$ cat src/rtl/pipeline_stall_controller_pkg.sv
// Shared types and stall masks for the pipeline hazard sequencer.
// Stage order in the stall vector: PC, IF, ID, EX, MEM, WB.
package pipeline_stall_controller_pkg;

    typedef enum logic {
        ST_IDLE    = 1'b0,
        ST_EX_WAIT = 1'b1
    } ex_state_t;

    localparam logic [5:0] STALL_NONE     = 6'b000000;
    localparam logic [5:0] STALL_FROM_ID  = 6'b000111;
    localparam logic [5:0] STALL_FROM_EX  = 6'b001111;
    localparam logic [5:0] STALL_FROM_MEM = 6'b011111;

endpackage

$ cat src/rtl/pipeline_stall_controller_if.sv
// Request/response bundle between the pipeline and the hazard sequencer.
// master drives the hazard requests, slave returns stall/flush controls.
interface pipeline_stall_controller_if #(
    parameter int CNT_W = 6
);
    logic             id_stall_request;
    logic             ex_start;
    logic [CNT_W-1:0] ex_cycles;
    logic             mem_request;
    logic             mem_ack;
    logic             flush_request;
    logic [31:0]      flush_target;
    logic [5:0]       stall;
    logic             flush;
    logic [31:0]      new_pc;
    logic             ex_busy;
    logic             ex_done;
    logic             mem_timeout;

    modport master (
        output id_stall_request, ex_start, ex_cycles,
        output mem_request, mem_ack, flush_request, flush_target,
        input  stall, flush, new_pc, ex_busy, ex_done, mem_timeout
    );

    modport slave (
        input  id_stall_request, ex_start, ex_cycles,
        input  mem_request, mem_ack, flush_request, flush_target,
        output stall, flush, new_pc, ex_busy, ex_done, mem_timeout
    );
endinterface

$ cat src/rtl/pipeline_stall_controller_ex_countdown.sv
// Remaining-cycle counter for a multi-cycle EX op.
// Clear beats load beats decrement; decrement stops at zero.
module ex_countdown #(
    parameter int CNT_W = 6
) (
    input  logic             i_clk,
    input  logic             i_rst_n,
    input  logic             i_clear,
    input  logic             i_load,
    input  logic [CNT_W-1:0] i_load_val,
    input  logic             i_dec,
    output logic             o_last,
    output logic             o_more
);
    logic [CNT_W-1:0] r_cnt;

    // Load on op issue, count down on every unfrozen EX cycle.
    always_ff @(posedge i_clk or negedge i_rst_n) begin
        if (!i_rst_n) begin
            r_cnt <= '0;
        end else if (i_clear) begin
            r_cnt <= '0;
        end else if (i_load) begin
            r_cnt <= i_load_val;
        end else if (i_dec && (r_cnt != '0)) begin
            r_cnt <= r_cnt - CNT_W'(1);
        end
    end

    assign o_last = (r_cnt == CNT_W'(1));
    assign o_more = (r_cnt > CNT_W'(1));
endmodule

$ cat src/rtl/pipeline_stall_controller.sv
// Hazard sequencer: merges load-use, multi-cycle EX, MEM wait and flush
// requests into the per-stage stall vector and the redirect pulse.
module pipeline_stall_controller
    import pipeline_stall_controller_pkg::*;
#(
    parameter int CNT_W       = 6,
    parameter int MEM_TIMEOUT = 64
) (
    input  logic                         clock,
    input  logic                         reset,
    pipeline_stall_controller_if.slave   bus
);
    localparam int MW = $clog2(MEM_TIMEOUT + 1);

    ex_state_t   r_state;
    ex_state_t   w_next;
    logic        w_mem_wait;
    logic        w_flush_go;
    logic        w_accept;
    logic        w_last;
    logic        w_more;
    logic        w_ex_stall;
    logic        r_flush;
    logic        r_flush_pending;
    logic [31:0] r_new_pc;
    logic [31:0] r_pend_target;
    logic [MW-1:0] r_mem_cnt;

    assign w_mem_wait = bus.mem_request & ~bus.mem_ack;
    assign w_flush_go = ~w_mem_wait & (bus.flush_request | r_flush_pending);
    assign w_accept   = (r_state == ST_IDLE) & bus.ex_start
                      & (bus.ex_cycles >= CNT_W'(2))
                      & ~w_mem_wait & ~w_flush_go & ~r_flush;

    ex_countdown #(.CNT_W(CNT_W)) u_cnt (
        .i_clk      (clock),
        .i_rst_n    (reset),
        .i_clear    (w_flush_go),
        .i_load     (w_accept),
        .i_load_val (bus.ex_cycles - CNT_W'(1)),
        .i_dec      ((r_state == ST_EX_WAIT) & ~w_mem_wait),
        .o_last     (w_last),
        .o_more     (w_more)
    );

    // EX occupancy state register.
    always_ff @(posedge clock or negedge reset) begin
        if (!reset) begin
            r_state <= ST_IDLE;
        end else begin
            r_state <= w_next;
        end
    end

    // EX next state and EX status outputs.
    always_comb begin
        w_next      = r_state;
        w_ex_stall  = 1'b0;
        bus.ex_busy = 1'b0;
        bus.ex_done = 1'b0;
        unique case (r_state)
            ST_IDLE: begin
                if (w_accept) begin
                    w_next = ST_EX_WAIT;
                end
                w_ex_stall  = w_accept;
                bus.ex_busy = w_accept;
            end
            ST_EX_WAIT: begin
                w_ex_stall  = w_more;
                bus.ex_busy = 1'b1;
                bus.ex_done = w_last & ~w_mem_wait & ~w_flush_go;
                if (w_flush_go || (w_last && !w_mem_wait)) begin
                    w_next = ST_IDLE;
                end
            end
            default: w_next = ST_IDLE;
        endcase
    end

    // Widest active request wins; a flush cycle only yields to MEM.
    always_comb begin
        bus.stall = STALL_NONE;
        if (w_mem_wait) begin
            bus.stall = STALL_FROM_MEM;
        end else if (r_flush) begin
            bus.stall = STALL_NONE;
        end else if (w_ex_stall) begin
            bus.stall = STALL_FROM_EX;
        end else if (bus.id_stall_request) begin
            bus.stall = STALL_FROM_ID;
        end
    end

    // Flush issue, deferral behind MEM waits, latest target wins.
    always_ff @(posedge clock or negedge reset) begin
        if (!reset) begin
            r_flush         <= 1'b0;
            r_flush_pending <= 1'b0;
            r_new_pc        <= '0;
            r_pend_target   <= '0;
        end else begin
            r_flush <= w_flush_go;
            if (w_flush_go) begin
                r_new_pc        <= bus.flush_request ? bus.flush_target
                                                     : r_pend_target;
                r_flush_pending <= 1'b0;
            end else if (bus.flush_request) begin
                r_flush_pending <= 1'b1;
                r_pend_target   <= bus.flush_target;
            end
        end
    end

    // Consecutive MEM wait counter, saturating past the timeout point.
    always_ff @(posedge clock or negedge reset) begin
        if (!reset) begin
            r_mem_cnt <= '0;
        end else if (!w_mem_wait) begin
            r_mem_cnt <= '0;
        end else if (r_mem_cnt != MW'(MEM_TIMEOUT)) begin
            r_mem_cnt <= r_mem_cnt + MW'(1);
        end
    end

    assign bus.flush       = r_flush;
    assign bus.new_pc      = r_new_pc;
    assign bus.mem_timeout = w_mem_wait & (r_mem_cnt == MW'(MEM_TIMEOUT - 1));
endmodule

$ cat src/flat_wrapper.sv
// flat-port wrapper written by rule: the top's interface ports become plain ports
module pipeline_stall_controller_flat import pipeline_stall_controller_pkg::*;
#(
    parameter int CNT_W       = 6,
    parameter int MEM_TIMEOUT = 64
)
  (clock, reset, bus_id_stall_request, bus_ex_start, bus_ex_cycles, bus_mem_request, bus_mem_ack, bus_flush_request, bus_flush_target, bus_stall, bus_flush, bus_new_pc, bus_ex_busy, bus_ex_done, bus_mem_timeout);
  pipeline_stall_controller_if #(.CNT_W(CNT_W)) bus_i ();
  input  logic clock;
  input  logic reset;
  input wire logic [$bits(bus_i.id_stall_request)-1:0] bus_id_stall_request;
  input wire logic [$bits(bus_i.ex_start)-1:0] bus_ex_start;
  input wire logic [$bits(bus_i.ex_cycles)-1:0] bus_ex_cycles;
  input wire logic [$bits(bus_i.mem_request)-1:0] bus_mem_request;
  input wire logic [$bits(bus_i.mem_ack)-1:0] bus_mem_ack;
  input wire logic [$bits(bus_i.flush_request)-1:0] bus_flush_request;
  input wire logic [$bits(bus_i.flush_target)-1:0] bus_flush_target;
  output wire logic [$bits(bus_i.stall)-1:0] bus_stall;
  output wire logic [$bits(bus_i.flush)-1:0] bus_flush;
  output wire logic [$bits(bus_i.new_pc)-1:0] bus_new_pc;
  output wire logic [$bits(bus_i.ex_busy)-1:0] bus_ex_busy;
  output wire logic [$bits(bus_i.ex_done)-1:0] bus_ex_done;
  output wire logic [$bits(bus_i.mem_timeout)-1:0] bus_mem_timeout;
  assign bus_i.id_stall_request = bus_id_stall_request;
  assign bus_i.ex_start = bus_ex_start;
  assign bus_i.ex_cycles = bus_ex_cycles;
  assign bus_i.mem_request = bus_mem_request;
  assign bus_i.mem_ack = bus_mem_ack;
  assign bus_i.flush_request = bus_flush_request;
  assign bus_i.flush_target = bus_flush_target;
  assign bus_stall = bus_i.stall;
  assign bus_flush = bus_i.flush;
  assign bus_new_pc = bus_i.new_pc;
  assign bus_ex_busy = bus_i.ex_busy;
  assign bus_ex_done = bus_i.ex_done;
  assign bus_mem_timeout = bus_i.mem_timeout;
  pipeline_stall_controller #(.CNT_W(CNT_W), .MEM_TIMEOUT(MEM_TIMEOUT)) u_core (.clock(clock), .reset(reset), .bus(bus_i));
endmodule
$ cat config.mk
export PLATFORM = sky130hd
export DESIGN_NAME = pipeline_stall_controller_flat
export DESIGN_NICKNAME = d
export VERILOG_FILES = /design/src/rtl/pipeline_stall_controller_pkg.sv /design/src/rtl/pipeline_stall_controller_if.sv /design/src/rtl/pipeline_stall_controller_ex_countdown.sv /design/src/rtl/pipeline_stall_controller.sv /design/src/flat_wrapper.sv
export SDC_FILE = /design/constraint.sdc
export NUM_CORES = 1
export LEC_CHECK = 0
export BUFFER_PORTS_ARGS = -buffer_cell sky130_fd_sc_hd__buf_4
export CORE_MARGIN = 2
export CORE_UTILIZATION = 40
export DETAILED_ROUTE_END_ITERATION = 16
export PLACE_DENSITY_LB_ADDON = 0.05
export SLEW_MARGIN = 30
export SYNTH_ARGS = -nofsm -noshare
export SYNTH_HDL_FRONTEND = slang
export SYNTH_SLANG_ARGS = --single-unit
$ cat constraint.sdc
create_clock -name clock -period 3.3 [get_ports clock]
set_input_delay 0.66 -clock clock [delete_from_list [all_inputs] [get_ports clock]]
set_output_delay 0.66 -clock clock [all_outputs]
set_load 0.05 [all_outputs]
# --- After elaboration in Yosys (flattened, before gate mapping) ---
# Cells that the tools add are included.
totals:
  reg_bits: 80
  inputBits: 45
  out_inout_bits: 42
  elab_cells: 58
op_classes:
  add_sub_neg: 3
  magnitude_cmp: 2
  eq_ne: 4
  muxes: 18
  bitwise_logic: 17
  reduce_logical: 7
ops:
  columns: ["operator", "n"]
  rows:
  - ["6-bit two-way mux", 6]
  - ["32-bit two-way mux", 1]
  - ["7-bit two-way mux", 2]
  - ["6-bit by 1-bit subtractor with 6-bit output, second input constant", 2]
  - ["1-bit bitwise AND", 11]
  - ["7-bit by 1-bit adder with 7-bit output, second input constant", 1]
  - ["7-bit by 6-bit equality test with 1-bit output, second input constant", 1]
  - ["7-bit inequality test, second input constant", 1]
  - ["6-bit by 1-bit equality test with 1-bit output, second input constant", 1]
  - ["6-bit by 2-bit >= comparator with 1-bit output, second input constant", 1]
  - ["6-bit by 1-bit greater-than comparator with 1-bit output, second input constant", 1]
  - ["1-bit case mux with 2 select lines", 3]
  - ["6-bit nonzero test", 1]
  - ["1-bit two-way mux", 5]
  - ["1-bit inverter", 5]
  - ["3-bit two-way mux", 1]
  - ["3-bit nonzero test", 1]
  - ["1-bit logical AND", 2]
  - ["2-bit inequality test, second input constant", 1]
  - ["2-bit nonzero test", 1]
  - ["1-bit logical NOT", 1]
  - ["1-bit logical OR", 1]
  - ["1-bit bitwise OR", 1]

# --- Longest topological paths before layout ---
# Gate-level depths: netlist of run 1.
logic_depth:
  word_depth: 11
  mapped_depth: 7
  mapped_depth_nobuf: 6

# --- Cells and area by module ---
# From an unflattened synthesis of run 1, not the netlist that was laid out.
hier_totals:
  cells_unflattened: 338
  area_unflattened_um2: 3766.1
modules_own_cells:
  columns: ["mod", "instances", "cells_each", "area_per_inst_um2", "seq_area_each_um2"]
  rows:
  - ["pipeline_stall_controller", 1, 284, 3325.7, 1851.8]
  - ["ex_countdown", 1, 54, 440.4, 150.1]

# --- Worst setup path before layout of run 1 ---
# OpenSTA, ideal clock, no wires.
synth_path:
  path_kind: "input-to-output"
  start: "input port bus_flush_request"
  end: "output port bus_stall[1]"
  t_arrival_ps: 2975
  t_required_ps: 2640
  path_slack_ps: -335
  stages: 6
  n_path_buf: 2
  path_cell_list: "buf_6 > or2_2 > nor2_2 > a21oi_1 > o21ai_0 > buf_4"
synth_between:
  elab_chain_cells: 9
synth_lines:
  columns: ["element", "line_no", "rtl"]
  rows:
  - ["start: declaration", "flat_wrapper.sv:16", "input wire logic [$bits(bus_i.flush_request)-1:0] bus_flush_request;"]
  - ["1-bit bitwise OR", "pipeline_stall_controller.sv:30", "assign w_flush_go = ~w_mem_wait & (bus.flush_request | r_flush_pending);"]
  - ["1-bit bitwise AND", "pipeline_stall_controller.sv:30", null]
  - ["1-bit inverter", "pipeline_stall_controller.sv:33", "& ~w_mem_wait & ~w_flush_go & ~r_flush;"]
  - ["1-bit bitwise AND (2 in series)", "pipeline_stall_controller.sv:33", null]
  - ["1-bit case mux with 2 select lines", "pipeline_stall_controller.sv:61", "unique case (r_state)"]
  - ["6-bit two-way mux", "pipeline_stall_controller.sv:88", "end else if (w_ex_stall) begin"]
  - ["6-bit two-way mux", "pipeline_stall_controller.sv:86", "end else if (r_flush) begin"]
  - ["6-bit two-way mux", "pipeline_stall_controller.sv:84", "if (w_mem_wait) begin"]
  - ["end: declaration", "flat_wrapper.sv:18", "output wire logic [$bits(bus_i.stall)-1:0] bus_stall;"]
# No other way between the ends.

# --- Worst setup path in the final report of run 1 ---
layout_path:
  start: "register u_core.r_state"
  end: "output port bus_stall[0]"
layout_between:
  elab_chain_cells: 10
layout_lines:
  columns: ["element", "line_no", "rtl"]
  rows:
  - ["start: declaration", "pipeline_stall_controller.sv:15", "ex_state_t r_state;"]
  - ["start signal: assignment", "pipeline_stall_controller.sv:51", "r_state <= w_next;"]
  - ["1-bit inverter", "pipeline_stall_controller.sv:31, pipeline_stall_controller.sv:61", null]
  - ["1-bit bitwise AND", "pipeline_stall_controller.sv:31", "assign w_accept = (r_state == ST_IDLE) & bus.ex_start"]
  - ["1-bit bitwise AND", "pipeline_stall_controller.sv:32", "& (bus.ex_cycles >= CNT_W'(2))"]
  - ["1-bit bitwise AND (3 in series)", "pipeline_stall_controller.sv:33", null]
  - ["1-bit case mux with 2 select lines (*)", "pipeline_stall_controller.sv:61", null]
  - ["6-bit two-way mux (*)", "pipeline_stall_controller.sv:88", null]
  - ["6-bit two-way mux (*)", "pipeline_stall_controller.sv:86", null]
  - ["6-bit two-way mux (*)", "pipeline_stall_controller.sv:84", null]
# Every way passes the cells marked *; elsewhere a longest branch is shown, timed or not.

==> results of run 1 <==
-- cells by family (layout without fill, tap and decap cells) --
family,count (synthesis),count (layout),share of synthesized area (%)
AO/OA/AOI/OAI,61,61,10.1
XOR/XNOR,10,10,2.31
adder cells (fa/ha/maj),7,7,2.31
buffers and inverters,33,121,4.52
flip-flops,80,80,52.8
multiplexers,65,65,18.2
other,1,1,0.0989
AND/OR/NAND/NOR,78,78,9.67
-- worst paths after layout --
check | from | endpoint | slack, ns | cells after the start
worst max-delay path | u_core.r_state | bus_stall[0] | 0.54 | 5
worst min-delay path | reset | u_core.bus.new_pc[5] | 0.35 | 1
worst max register to register | u_core.u_cnt.r_cnt[0] | u_core.u_cnt.r_cnt[2] | 1.53 | 6
worst min register to register | u_core.bus.new_pc[30] | u_core.bus.new_pc[30] | 0.49 | 2
max in group asynchronous | reset | u_core.r_pend_target[6] | 2.25 | 2
min in group clock | u_core.bus.new_pc[30] | u_core.bus.new_pc[30] | 0.49 | 2
-- flip-flops by register name (all words and copies together), names as in the netlist --
register                flops
u_core.bus.flush            1
u_core.r_state              1
u_core.r_mem_cnt            7
u_core.r_flush_pending      1
u_core.u_cnt.r_cnt          6
u_core.bus.new_pc          32
u_core.r_pend_target       32
-- cell usage in the layout (no fill, tap or decap), drive strengths merged, types with 2 or more instances in the layout --
cell type,synthesis,layout
o22ai,4,4
xnor2,5,5
inv,12,14
buf,14,93
nor2,13,13
dfrtp,80,80
nor3,2,2
o221ai,2,2
bufinv,0,2
nand3,6,6
o211ai,2,2
ha,7,7
nand3b,2,2
mux2,32,32
a211o,2,2
or2,2,2
nor4,3,3
a21oi,6,6
xor2,5,5
o21ai,36,36
clkbuf,6,9
o2bb2ai,3,3
mux2i,33,33
nand2,41,41
clkinv,1,3
nand2b,2,2
-- layer usage --
metal / GRT usage [%] / vias up / part of all wire [%]
met3: 5.52 / 4 / 6.3
met5: 0 / - / 0
met1: 22.1 / 1312 / 44
met2: 25.6 / 70 / 48
li1: - / 1329 / -
met4: 3.95 / 0 / 0.71
-- cell type report --
class,instances,area (um2)
Tap cell,129,161
Inverter,13,48.8
Sequential cell,80,2000
Timing Repair Buffer,93,698
Clock buffer,9,124
Clock inverter,6,91.3
Fill cell,852,4490
Multi-Input combinational cell,222,1620
-- power breakdown --
part / switching (mW) / internal [mW] / leakage, nW / total, mW
clock: 0.366 / 0.428 / 0.110 / 0.793
combinational: 0.528 / 0.302 / 1.17 / 0.830
sequential: 0.0924 / 1.14 / 0.991 / 1.23
total: 0.986 / 1.87 / 2.27 / 2.85
-- worst register-to-register path, delay by kind of cell (launching register included) --
family | cells | cell delay [ns]
buffers and inverters | 1 | 0.12
flip-flops | 1 | 0.41
AND/OR/NAND/NOR | 1 | 0.30
AO/OA/AOI/OAI | 3 | 0.62
adder cells (fa/ha/maj) | 1 | 0.21
-- per-stage QoR --
stage               std cells  power [mW]  worst slack, ns  area, um2
global route              552        3.01            0.353       4750
global placement          537        2.08            0.693       4530
finish                    552        2.85            0.543       4750
floorplan                 335        1.81            0.124       3790
CTS                       552        2.90            0.512       4750
detailed placement        537        2.09            0.667       4530
==> summary.md, run 1 <==
| Metric | Value |
|---|---|
| Most frequent cells after synthesis | dfrtp_1, nand2_1, o21ai_0 |
| GRT Resource Usage Total | 16.4% |
| Vias | approximately 2,700 |
| Area contributors post-synth | dfrtp_1, mux2_2, mux2i_1 |
| I/O pin count | between 80 and 90 |
| Syn Inst Count | approximately 340 |
| Most Frequent Cell on Critical Path | a21oi_1 |
| Worst Max-Slew Pin Slew | roughly 0.7 ns |
| Cell with the largest stage delay on the worst path | dfrtp_1 |
| First-pass GRT wire length | about 13,000 um |
| Required time of the critical path | 2.64 ns |
| WL per Instance | about 14 um |
| Unique masters post-synth | between 40 and 50 |
| Tcrit/Tclk final | 83.5% |
| Residual DRC | 0 |
| Initial core utilization | approximately two fifths |
| P_leak | ~2.3 nW |
| Clock Root Buffer | clkbuf_8 |
| Die Y-Extent | approximately 100 um |
| Max Cap Violations | 0 |
| Crit path cell chain | or3b_4, a21oi_1, a21oi_1, o21ai_1, buf_4 |
| Fmax | ~360 MHz |
| Synthesized area per cell | approximately 11 um2 |
| Crit Path Class | reg -> out |
| Clk buf depth | 2 |
| Delay-heaviest family, CP | compound AO/OA/AOI/OAI gates |
| Buf/Inv on CP | 1 |
| Grt ovf | 0 |
| Vias in the first global route | ~2,600 |
| Die extent in x | just over 100 um |
| Pin count of the biggest net entering global routing | 54 |
| Slowest stage delay, CP | 0.50 ns |
| Clock Pin Slew Worst Setup and Hold Paths | about 0.09 ns |
| HP Class | in -> async |
| Setup Skew | between 0.01 and 0.015 ns |
| Initial DRC Count | 79 |
| Setup TNS | 0 ns |
| Cell accounting for the most synthesized area | dfrtp_1 |
| Crit Path Max Fanout | 9 |
| CP arrival | 2.10 ns |
| Hold Fails Final Rpt | 0 |
| Yosys top cell area share | a little over half |
| Prevailing post-synth register cell | dfrtp_1 |
| CP endpoint kind | output pin |
| Fin Hold WS | about 0.35 ns |
| EDFF count, synth | 0 |
| Seq/Total Area, Yosys | 52.8% |
| Clock sink total | 80 |
| Final max-slew violation count | 0 |
| Synth Register Bits | 80 |
| Antenna violations before repair | 0 |
| Synth async-reset ratio | 100% |
| Crit start category | flip-flop |
| Max VDD drop | a little under 0.3 mV |
| IO buf count | 85 |
| Post-CTS Setup Inserts | 0 |
| Core Footprint | approximately 9000 um2 |
| Die area | 10,300 um2 |
| RSZ-0062 raised after global routing | no |
| Top-count cell post-synth | dfrtp_1 |
| Syn Std Cell Area | ~3800 um2 |
| # hold bufs at CTS | 0 |
| Final net count | 471 |
| Max-slew headroom | 53.8% |
| YS warnings | 0 |
| Drt first pass iters | 4 |
| Share of cells above drive strength 1 | 35.0% |
| Antenna Cells | 0 |
| PostCTS Resize Cnt | 0 |
| Post-layout util | between 50% and 60% |
| Routed WL | between 7000 and 8000 um |
| DR vias/cell | around 5 |
| Pwr dens | approximately 600 nW/um2 |
| Syn-to-layout area delta | 25.2% |
| H-tree levels | 3 |
| CTS tree | done |
| Clk_lat worst skew | 0.34 ns |
| Status | completed |
| Final ANT Viol Nets | 0 |
| Core Rows | 35 |
| Synth Net Count | between 300 and 400 |
| Post-DP HPWL | about 5300 um |
| Setup violators final | 0 |
| Period minus WS final | 2.76 ns |
| Num CTS Buffers | 9 |
| RD Place Congestion | 0.870 |
(Power assumes the default switching activity.)
==> inputs of run 2 (changes only) <==
clock period = 2.5 ns   (was 3.3 ns; I/O delays follow)
==> run 2 against run 1 <==
Clock power increased by 11%. Critical path type unchanged. Global-route usage increased by 0.50 points. Non-clock buffer count increased by 8. Highest routed layer unchanged.
==> summary.md, run 2 (same netlist as run 1, synthesis figures left out) <==
| Metric | Value |
|---|---|
| Setup TNS | 0 ns |
| Initial core utilization | roughly 41% |
| Comb pwr share | 31.1% |
| Post-DP HPWL | roughly 5700 um |
| Pwr dens | 758 nW/um2 |
| Switching pwr | between 1 and 1.5 mW |
| H-tree levels | 3 |
| Most frequent cells in the layout | buf_4, dfrtp_1, nand2_1 |
| Post-route cell area | around 4800 um2 |
| Clk_lat worst skew | ~0.35 ns |
| Setup violators final | 0 |
| Vias | roughly 2,800 |
| Post-CTS Setup Inserts | 0 |
| Reg2reg end | u_core.u_cnt.r_cnt[2] |
| Pin count of the biggest net entering global routing | 54 |
| Die area | approximately 10,000 um2 |
| FF-to-FF setup slack | 0.75 ns |
| Tcrit/Tclk final | between 90% and 100% |
| Register-to-Register Path Depth | 6 |
| Die extent in x | 101 um |
| Crit Path Max Fanout | 3 |
| Hold Fails Final Rpt | 0 |
| Period minus WS final | approximately 2.4 ns |
| Setup Skew | between 0.009 and 0.01 ns |
| Residual DRC | 0 |
| Sw Ratio | between 30% and 40% |
| IO buf count | 85 |
| Commonest non-fill, non-tap cell in the layout | buf_4 |
| Grt ovf | 0 |
| Final max-slew violation count | 0 |
| CTS tree | done |
| Worst Max-Slew Pin Slew | roughly 0.68 ns |
| Crit Path Class | reg -> out |
| Core Rows | 35 |
| Antenna Cells | 0 |
| Clock Power Share | ~24% |
| Antenna violations before repair | 0 |
| Vias in the first global route | 2,723 |
| Placed cell area | 4610 um2 |
| Syn-to-layout area delta | 26.3% |
| Max-slew headroom | 54.9% |
| # hold bufs at CTS | 0 |
| Core Footprint | 9240 um2 |
| Cells after DPL | ~550 |
| Share of cells above drive strength 1 | 36.9% |
| P_leak | 2.29 nW |
| Drt first pass iters | 4 |
| RSZ-0062 raised after global routing | yes |
| I/O pin count | 87 |
| Num CTS Buffers | 9 |
| Final ANT Viol Nets | 0 |
| Die Y-Extent | just over 100 um |
| Routed WL | ~8200 um |
| Final net count | about 480 |
| HP Class | in -> async |
| Sequential share of power | between 40% and 50% |
| Clock sink total | 80 |
| Clk buf depth | 2 |
| DR vias/cell | around 5 |
| First-pass GRT wire length | between 10,000 and 15,000 um |
| WL per Instance | about 15 um |
| PostCTS Resize Cnt | 0 |
| CP arrival | between 1.5 and 2 ns |
| Max Cap Violations | 0 |
| Clock Pin Slew Worst Setup and Hold Paths | roughly 0.09 ns |
| Status | completed |
| Required time of the critical path | 2.00 ns |
| Post-layout util | around half |
| Reg-to-reg startpoint | u_core.u_cnt.r_cnt[0] |
| Crit start category | flip-flop |
| Setup WS post-layout | roughly 0.068 ns |
| GRT Resource Usage Total | 16.9% |
| RD Place Congestion | 0.871 |
| CP endpoint kind | output pin |
| Initial DRC Count | 71 |
| Clock Root Buffer | clkbuf_8 |
| Layout Cells excl Fill | between 500 and 600 |
| Dpl ws | 0.209 ns |
| Fmax | about 410 MHz |
| Max VDD drop | about 0.38 mV |
| Internal power | around 2.3 mW |
-- run 2: power by group through the flow --
stage	Clock, mW	Sequential (mW)	Combinational (mW)
after floorplan	0	1.96	0.444
after global placement	0	1.64	1.13
after detailed placement	0	1.65	1.14
after CTS	0.915	1.62	1.14
after global routing	0.974	1.65	1.22
final	0.881	1.62	1.13
-- run 2: worst max path at each step --
stage                           startpoint           end  slack [ns]
after floorplan           u_core.bus.flush  bus_stall[1]       0.004
after global routing      u_core.bus.flush  bus_stall[2]       -0.02
after detailed placement      bus_ex_start  bus_stall[1]        0.21
after CTS                 u_core.bus.flush  bus_stall[1]       -0.03
final                     u_core.bus.flush  bus_stall[1]        0.07
after global placement        bus_ex_start  bus_stall[1]        0.22
-- run 2: stage by stage --
step / hold WS, ns / power (mW)
after floorplan: 0.204 / 2.40
after detailed placement: 0.471 / 2.79
final: 0.179 / 3.63
after CTS: 0.194 / 3.68
after global routing: 0.220 / 3.84
after global placement: 0.463 / 2.77
-- run 2: cell type report --
cell class | count | area, um2
inverter | 13 | 48.8
tap | 129 | 161
multi-input combinational | 222 | 1640
clock inverter | 5 | 41.3
sequential | 80 | 2000
fill | 865 | 4450
timing repair buffer | 101 | 758
clock buffer | 10 | 138
-- run 2: per-layer routing --
metal | up-vias | GRT usage [%] | wire (um)
li1 | 1343 | - | -
met1 | 1335 | 22.0 | 3660
met2 | 86 | 26.2 | 3870
met3 | 17 | 4.76 | 494
met4 | 0 | 7.48 | 161
met5 | - | 0 | 0
-- run 2: worst max-delay path: stages, from the launching register on --
cell	delay, ns
dfrtp_1	0.40
or3b_4	0.42
a21oi_2	0.16
a21oi_1	0.08
buf_4	0.15
o21ai_4	0.16
buf_4	0.22
